File: src/rtl/approx_mul4_err_sweep.sv
// Exhaustive error sweep for a 4x4 approximate multiplier under test: drives all
// 256 operand pairs, compares each product to A*B and accumulates error statistics.
module approx_mul4_err_sweep #(
    parameter int PIPE_LAT = 0
) (
    input  logic        clk,
    input  logic        rst,
    input  logic        start,
    input  logic        abort,
    output logic [3:0]  mut_a,
    output logic [3:0]  mut_b,
    input  logic [7:0]  mut_r,
    output logic        busy,
    output logic        done,
    output logic [8:0]  err_cnt,
    output logic [15:0] sed,
    output logic [17:0] ser,
    output logic [7:0]  max_ed,
    output logic [3:0]  max_a,
    output logic [3:0]  max_b
);

    localparam logic [1:0] ST_IDLE  = 2'd0;
    localparam logic [1:0] ST_SWEEP = 2'd1;
    localparam logic [1:0] ST_DRAIN = 2'd2;
    localparam logic [1:0] ST_DONE  = 2'd3;

    logic [1:0]  state_reg, state_next;
    logic [7:0]  idx_reg;
    logic        running, start_ok, abort_ok, flush;
    logic        tag_v_in, tag_v;
    logic [7:0]  tag_i_in, tag_i;
    logic        samp_v_reg;
    logic [7:0]  samp_i_reg, samp_r_reg;
    logic [7:0]  exact;
    logic [8:0]  diff;
    logic [7:0]  abs_d;
    logic        acc_en;
    logic [8:0]  err_cnt_reg;
    logic [15:0] sed_reg;
    logic [17:0] ser_reg;
    logic [7:0]  max_ed_reg;
    logic [3:0]  max_a_reg, max_b_reg;

    assign running  = (state_reg == ST_SWEEP) || (state_reg == ST_DRAIN);
    assign start_ok = start && !running;
    assign abort_ok = abort && running;
    assign flush    = start_ok || abort_ok;

    always_comb begin
        state_next = state_reg;
        case (state_reg)
            ST_IDLE, ST_DONE: if (start) state_next = ST_SWEEP;
            ST_SWEEP: begin
                if (abort)                  state_next = ST_IDLE;
                else if (idx_reg == 8'hFF)  state_next = ST_DRAIN;
            end
            default: begin
                if (abort)                                    state_next = ST_IDLE;
                else if (samp_v_reg && samp_i_reg == 8'hFF)   state_next = ST_DONE;
            end
        endcase
    end

    always_ff @(posedge clk) begin
        if (rst) state_reg <= ST_IDLE;
        else     state_reg <= state_next;
    end

    // Index saturates at 255 so the MUT operands hold (15,15) after the sweep.
    always_ff @(posedge clk) begin
        if (rst || start_ok)
            idx_reg <= 8'd0;
        else if (state_reg == ST_SWEEP && !abort_ok && idx_reg != 8'hFF)
            idx_reg <= idx_reg + 8'd1;
    end

    assign mut_a    = idx_reg[7:4];
    assign mut_b    = idx_reg[3:0];
    assign tag_v_in = (state_reg == ST_SWEEP);
    assign tag_i_in = idx_reg;

    // Tag delay line matching the MUT latency, so each product meets its own index.
    generate
        if (PIPE_LAT == 0) begin : g_wire
            assign tag_v = tag_v_in;
            assign tag_i = tag_i_in;
        end else begin : g_pipe
            logic       pv_reg [PIPE_LAT];
            logic [7:0] pi_reg [PIPE_LAT];
            for (genvar gi = 0; gi < PIPE_LAT; gi++) begin : g_stage
                if (gi == 0) begin : g_head
                    always_ff @(posedge clk) begin
                        if (rst || flush) pv_reg[gi] <= 1'b0;
                        else              pv_reg[gi] <= tag_v_in;
                        pi_reg[gi] <= tag_i_in;
                    end
                end else begin : g_body
                    always_ff @(posedge clk) begin
                        if (rst || flush) pv_reg[gi] <= 1'b0;
                        else              pv_reg[gi] <= pv_reg[gi-1];
                        pi_reg[gi] <= pi_reg[gi-1];
                    end
                end
            end
            assign tag_v = pv_reg[PIPE_LAT-1];
            assign tag_i = pi_reg[PIPE_LAT-1];
        end
    endgenerate

    always_ff @(posedge clk) begin
        if (rst || flush) samp_v_reg <= 1'b0;
        else              samp_v_reg <= tag_v;
    end

    always_ff @(posedge clk) begin
        samp_i_reg <= tag_i;
        samp_r_reg <= mut_r;
    end

    assign exact  = {4'd0, samp_i_reg[7:4]} * {4'd0, samp_i_reg[3:0]};
    assign diff   = {1'b0, samp_r_reg} - {1'b0, exact};
    assign abs_d  = diff[8] ? (~diff[7:0] + 8'd1) : diff[7:0];
    assign acc_en = samp_v_reg && running && !abort_ok;

    always_ff @(posedge clk) begin
        if (rst || start_ok) begin
            err_cnt_reg <= '0;
            sed_reg     <= '0;
            ser_reg     <= '0;
            max_ed_reg  <= '0;
            max_a_reg   <= '0;
            max_b_reg   <= '0;
        end else if (acc_en) begin
            err_cnt_reg <= err_cnt_reg + {8'd0, (diff != 9'd0)};
            sed_reg     <= sed_reg + {8'd0, abs_d};
            ser_reg     <= ser_reg + {{9{diff[8]}}, diff};
            // Strict compare keeps the lowest index on a tie.
            if (abs_d > max_ed_reg) begin
                max_ed_reg <= abs_d;
                max_a_reg  <= samp_i_reg[7:4];
                max_b_reg  <= samp_i_reg[3:0];
            end
        end
    end

    assign busy    = running;
    assign done    = (state_reg == ST_DONE);
    assign err_cnt = err_cnt_reg;
    assign sed     = sed_reg;
    assign ser     = ser_reg;
    assign max_ed  = max_ed_reg;
    assign max_a   = max_a_reg;
    assign max_b   = max_b_reg;

endmodule

File: config.mk
export PLATFORM = sky130hd
export DESIGN_NAME = approx_mul4_err_sweep
export DESIGN_NICKNAME = d
export VERILOG_FILES = /design/src/rtl/approx_mul4_err_sweep.sv
export SDC_FILE = /design/constraint.sdc
export NUM_CORES = 1
export LEC_CHECK = 0
export ABC_AREA = 1
export CAP_MARGIN = 25
export CORE_UTILIZATION = 56
export CTS_CLUSTER_DIAMETER = 150
export DETAILED_ROUTE_END_ITERATION = 16
export PLACE_DENSITY = 0.81
export SLEW_MARGIN = 40
export SYNTH_ARGS = -nofsm -noshare
export SYNTH_HDL_FRONTEND = slang
export SYNTH_SLANG_ARGS = --single-unit
export TNS_END_PERCENT = 50
File: constraint.sdc
create_clock -name clk -period 4.85 [get_ports clk]
set_clock_uncertainty 0.1 [all_clocks]
set_input_delay 0.485 -clock clk [delete_from_list [all_inputs] [get_ports clk]]
set_output_delay 0.485 -clock clk [all_outputs]
set_load 0.02 [all_outputs]
==> results_dict.tcl, run 1 <==
set metrics [dict create \
    synth_top_area_cell "dfxtp_1" \
    slowest_stage "fa_1" \
    end_kind "register" \
    grt_pass1_wl_mm 22.4 \
    swShare_pct 35.0 \
    setup_violations 0 \
    seqPwrFrac_pct 38.3 \
    power_leakage_nw 3.57 \
    rsz0062_at_grt "yes" \
    rows 37 \
    p_comb_share_pct 30.3 \
    fin_crit_ns 4.73 \
    synth_nets 939 \
    die_h_um 105 \
    worst_path_largest_cell_delay_ns 0.51 \
    largest_reg_flops 18 \
    cp_cell_sequence "nand2_1, inv_1, fa_1, ha_1, fa_1, inv_1, ha_2, or2_4, nand3_2, nand2_1, nand2_2, nand2_4, nor2_1, xor2_1, inv_1, ha_1, nand2_1, o21a_1, o21bai_1, nand2_1, inv_4, buf_12, o21ai_0, a21oi_1" \
    slew_viol_final 0 \
    start_kind "register" \
    crit_fanout 8 \
    yosys.area.top_type_share_pct 29.2 \
    drcViolationCount 0 \
    cts_buffer_depth 2 \
    initial_utilization_pct 57.4 \
    fin_nets 1027 \
    synth_cell_type_count 45 \
    p_int_w 0.00132 \
    p_sw_w 0.000709 \
    final.setup.tns_ns 0 \
    grt_pass1_vias 5094 \
    cts.reportedPaths.clkPinSlew_ns 0.10 \
    port_buffers 80 \
    antenna_left 0 \
    final_common_cell "nand2_1" \
    htreeDepth 3 \
    dp.cells 1062 \
    max-vdd-ir-drop_mv 0.320 \
    relSlewSlack_pct 56.4 \
    dp.final_hpwl_mm 9.82 \
    synth_area_um2 5890 \
    period_share_pct 97.6 \
    detail_route.vias_per_cell 5.06 \
    cp_data_required_time_ns 5.05 \
    wl_per_cell_um 12.4 \
    syn_to_final_growth_pct 23.3 \
    met3_usage_pct 4.30 \
    crit_top_cell "nand2_1" \
    finalWirelength_mm 13.5 \
    cts_buffers 9 \
    power-per-cell-area_nw_per_um2 279 \
    cts_sinks 86 \
    holdBufCountCts 0 \
    yosysWarnings 0 \
    final_cell_mix "nand2_1, inv_1, nor2_1" \
    die_x_um 105 \
    yosysSeqAreaShare_pct 29.2 \
    critPathKind "register to register" \
    max_slew.worst_pin.slew_ns 0.653 \
    grt_use_met2_pct 41.4 \
    ys_ff_latch 86 \
    fmax_mhz 211 \
    holdWs_ns 0.293 \
    postPlaceCellArea_um2 6840 \
    grt.busiest_layer "met2" \
    insertion_delay_ns 0.37 \
    cts-root-buf "clkbuf_8" \
    fin_util_pct 70.7 \
    drt_first_pass_iters 5 \
    grt_antenna_before_repair 0 \
    syn_avg_cell_area_um2 6.89 \
    yosys-top-cells-area "dfxtp_1, ha_1, nand2_1" \
    place.gp.congestion 0.868 \
    layout.cells.non_filler 1085 \
    cts_tree "yes" \
    track_usage_pct 24.9 \
    antenna_cells 0 \
    synthCells 856 \
    grt_max_degree 52 \
    design_area_um2 7270 \
    status "finished, final reports clean" \
    finalHoldViolCount 0 \
    clkPwrFrac_pct 31.4 \
    core-area_um2 10300 \
    ios 81 \
    drv_cap 0 \
    crit_arrival_ns 4.94 \
    first_iter_violations 251 \
    hp-class "register to register" \
    drive_gt1_share_pct 8.43 \
    die_area_um2 10900 \
    routed-via-count 5492 \
    use_met1_pct 32.4 \
    overflow 0 \
]
## critical path, delay by kind of cell, from the launching register on
family / cells / cell delay (ns)
adder cells (fa/ha/maj): 5 / 1.88
AO/OA/AOI/OAI: 4 / 0.55
buffers and inverters: 5 / 0.49
AND/OR/NAND/NOR: 9 / 1.03
flip-flops: 1 / 0.41
XOR/XNOR: 1 / 0.20
## path summary, 6_finish.rpt
path / startpoint / to / slack [ns] / cells after the start
setup / recovery: samp_i_reg[6] / max_ed[0] / 0.12 / 24
hold / removal: idx_reg[5] / samp_i_reg[5] / 0.29 / 0
setup reg to reg: samp_i_reg[6] / max_ed[0] / 0.12 / 24
hold reg to reg: idx_reg[5] / samp_i_reg[5] / 0.29 / 0
## power groups by stage
stage | sequential (W) | combinational (W) | clock (W)
finish | 0.000776 | 0.000613 | 0.000636
global route | 0.000781 | 0.000690 | 0.000673
CTS | 0.000775 | 0.000584 | 0.000646
detailed placement | 0.000791 | 0.000579 | 0
global placement | 0.000790 | 0.000570 | 0
floorplan | 0.000802 | 0.000402 | 0
## metrics by stage
stage	power, W	setup WS [ns]
after global routing	0.00214	-0.122
after detailed placement	0.00137	0.108
after global placement	0.00136	0.192
final	0.00203	0.115
after CTS	0.00200	0.0627
after floorplan	0.00120	0.468
## Yosys cell counts, drive strengths merged
cell type,instances
or2,2
xor2,17
dfxtp,86
inv,156
a2bb2oi,1
a211oi,1
and2,2
o211ai,5
o21bai,6
a21boi,2
nor2,124
a21o,7
a21oi,54
nand3b,3
nor3,5
clkbuf,9
buf,6
nand4,5
nor4,2
nor3b,2
nand2,178
ha,60
a31oi,3
fa,11
o21ai,46
o21a,4
xnor2,5
nand3,54
## routing by layer
layer	vias up	part of all wire (%)
met2	137	46
met5	-	0
li1	2869	-
met4	0	2.0
met1	2460	46
met3	26	5.6
## cell families (layout without fill, tap and decap cells)
logic type	after synthesis	count (layout)	synth area share, %
xor+xnor	22	22	3.27
flops	86	86	29.2
fa+ha+maj	71	71	16.5
buf+inv	171	264	11.2
compound gates	129	129	12.4
simple gates	377	377	27.5
## timing repair
item,4_1_cts,5_1_grt
setup endpoints to repair,0,39
setup buffers,0,7
resized for setup,0,32
## layout make-up
class                   instances  area (um^2)
clock buffers                   9          124
clock inverters                 7          125
fillers                       856         3010
inverters                     156          594
multi-input cells             599         3620
flip-flops and latches         86         1730
well taps                     136          170
repair buffers                 92          907
Power figures use the tool's default switching activity.
==> inputs of run 2 (changes only) <==
PLACE_DENSITY = 0.85   (was 0.81)
==> run 2 against run 1 <==
Largest power group unchanged. Power decreased by 4.6%. Non-clock buffer count is 5 lower. Wire length increased by 2.7%. Combinational power rose by 1%. Core utilization shrank 0.40 points. Sequential power is essentially flat. Count of clock-buffer cells in the layout unchanged. Critical path type unchanged. Worst setup slack improved by 0.025 ns. Die area unchanged. Sequential cell count is the same. Register-to-register slack gained 0.02 ns.
==> results_dict.tcl, run 2 (synthesis results as in run 1) <==
set metrics [dict create \
    status "finished, final reports clean" \
    period_share_pct 97.1 \
    fin_crit_ns 4.71 \
    wl_per_cell_um 12.8 \
    largest_reg_flops 18 \
    first_iter_violations 238 \
    holdWs_ns 0.291 \
    r2r-start "samp_i_reg[3]" \
    antenna_cells 0 \
    power_leakage_nw 3.52 \
    final.setup.tns_ns 0 \
    dp.final_hpwl_mm 9.97 \
    max_slew.worst_pin.slew_ns 0.660 \
    setup_violations 0 \
    crit_arrival_ns 4.89 \
    slew_viol_final 0 \
    drcViolationCount 0 \
    antenna_left 0 \
    final_cell_mix "nand2_1, inv_1, nor2_1" \
    end_kind "register" \
    relSlewSlack_pct 55.9 \
    rows 37 \
    cts_tree "yes" \
    syn_to_final_growth_pct 22.6 \
    hp-class "register to register" \
    cts-root-buf "clkbuf_8" \
    power-per-cell-area_nw_per_um2 267 \
    critPathLaunch "samp_i_reg[3]" \
    cts_buffers 9 \
    fin_util_pct 70.3 \
    crit_fanout 13 \
    drt_first_pass_iters 5 \
    fillers 829 \
    core-area_um2 10300 \
    start_kind "register" \
    max-vdd-ir-drop_mv 0.355 \
    htreeDepth 3 \
    drive_gt1_share_pct 8.36 \
    grt_pass1_vias 5071 \
    grt_pass1_wl_mm 22.2 \
    track_usage_pct 25.0 \
    die_h_um 105 \
    fmax_mhz 212 \
    critPathKind "register to register" \
    holdBufCountCts 0 \
    cts.reportedPaths.clkPinSlew_ns 0.09 \
    finalHoldViolCount 0 \
    grt_antenna_before_repair 0 \
    fin_nets 1023 \
    design_area_um2 7230 \
    routed-via-count 5604 \
    overflow 0 \
    grt_max_degree 52 \
    port_buffers 80 \
    power_w 0.00193 \
    worstHoldStart "idx_reg[5]" \
    finalWirelength_mm 13.9 \
    die_area_um2 10900 \
    insertion_delay_ns 0.38 \
    drv_cap 0 \
    final_common_cell "nand2_1" \
    cts_sinks 86 \
    die_x_um 105 \
    ios 81 \
    initial_utilization_pct 57.4 \
    place.gp.congestion 0.912 \
    cts_buffer_depth 2 \
    detail_route.vias_per_cell 5.18 \
    cp_data_required_time_ns 5.03 \
    postPlaceCellArea_um2 6840 \
]
run 2: changes by cell type in the layout (fill, tap and decap cells not counted), moves of 3 or more:
cell,change
buf_4,-5
inv_6,-3
o21ai_1,+5
o21ai_0,-6
ha_4,+4
run 2: routing by layer:
layer	track usage, %	vias up	wire [um]
li1	-	2884	-
met1	32.3	2520	6260
met2	41.2	168	6450
met3	5.30	32	884
met4	9.15	0	268
met5	0	-	0
run 2: area by class of cell:
class                   count  area (um^2)  share of cell area [%]
clock inverters             7         81.3                    1.13
well taps                 136          170                    2.35
inverters                 156          597                    8.26
clock buffers               9          124                    1.71
multi-input cells         599         3650                    50.6
flip-flops and latches     86         1730                    23.9
repair inverters            1         7.51                   0.104
repair buffers             87          865                    12.0
run 2: repair_timing:
item,4_1_cts,5_1_grt
buffers inserted,0,2
gates resized for setup,0,44
hold endpoints to repair,0,0
setup endpoints to repair,0,32
run 2: per-stage QoR:
stage                     std cells  setup WS, ns
final                          1081         0.140
after global placement         1062         0.208
after CTS                      1078        0.0577
after floorplan                 856         0.468
after detailed placement       1062         0.133
after global routing           1081       -0.0509
run 2: report_power, final:
group	internal, W	total, W	leakage, nW	switching, W
Clock	0.000245	0.000535	0.106	0.000289
Sequential	0.000741	0.000776	0.700	0.0000352
Combinational	0.000229	0.000622	2.72	0.000393
Total	0.00122	0.00193	3.52	0.000717
run 2: critical path, stage by stage, from the launching register on:
cell      delay [ns]
dfxtp_2         0.37
nand2_1         0.10
fa_1            0.55
inv_1           0.04
ha_1            0.31
fa_1            0.51
inv_1           0.06
ha_4            0.29
nand2_1         0.09
nor2_2          0.11
nand3_2         0.10
nand2_1         0.10
nand2_2         0.06
nand2_4         0.14
nor2_1          0.07
xor2_1          0.22
inv_2           0.10
ha_1            0.30
nand2_1         0.07
o21a_1          0.19
o21bai_1        0.18
nand2_2         0.15
buf_8           0.18
o21ai_0         0.14
nor2_1          0.05
run 2: worst paths after layout:
check	to	slack [ns]	cells after the start
worst min register to register	samp_i_reg[5]	0.29	0
worst max-delay path	max_b[3]	0.14	24
worst min-delay path	samp_i_reg[5]	0.29	0
worst max register to register	max_b[3]	0.14	24
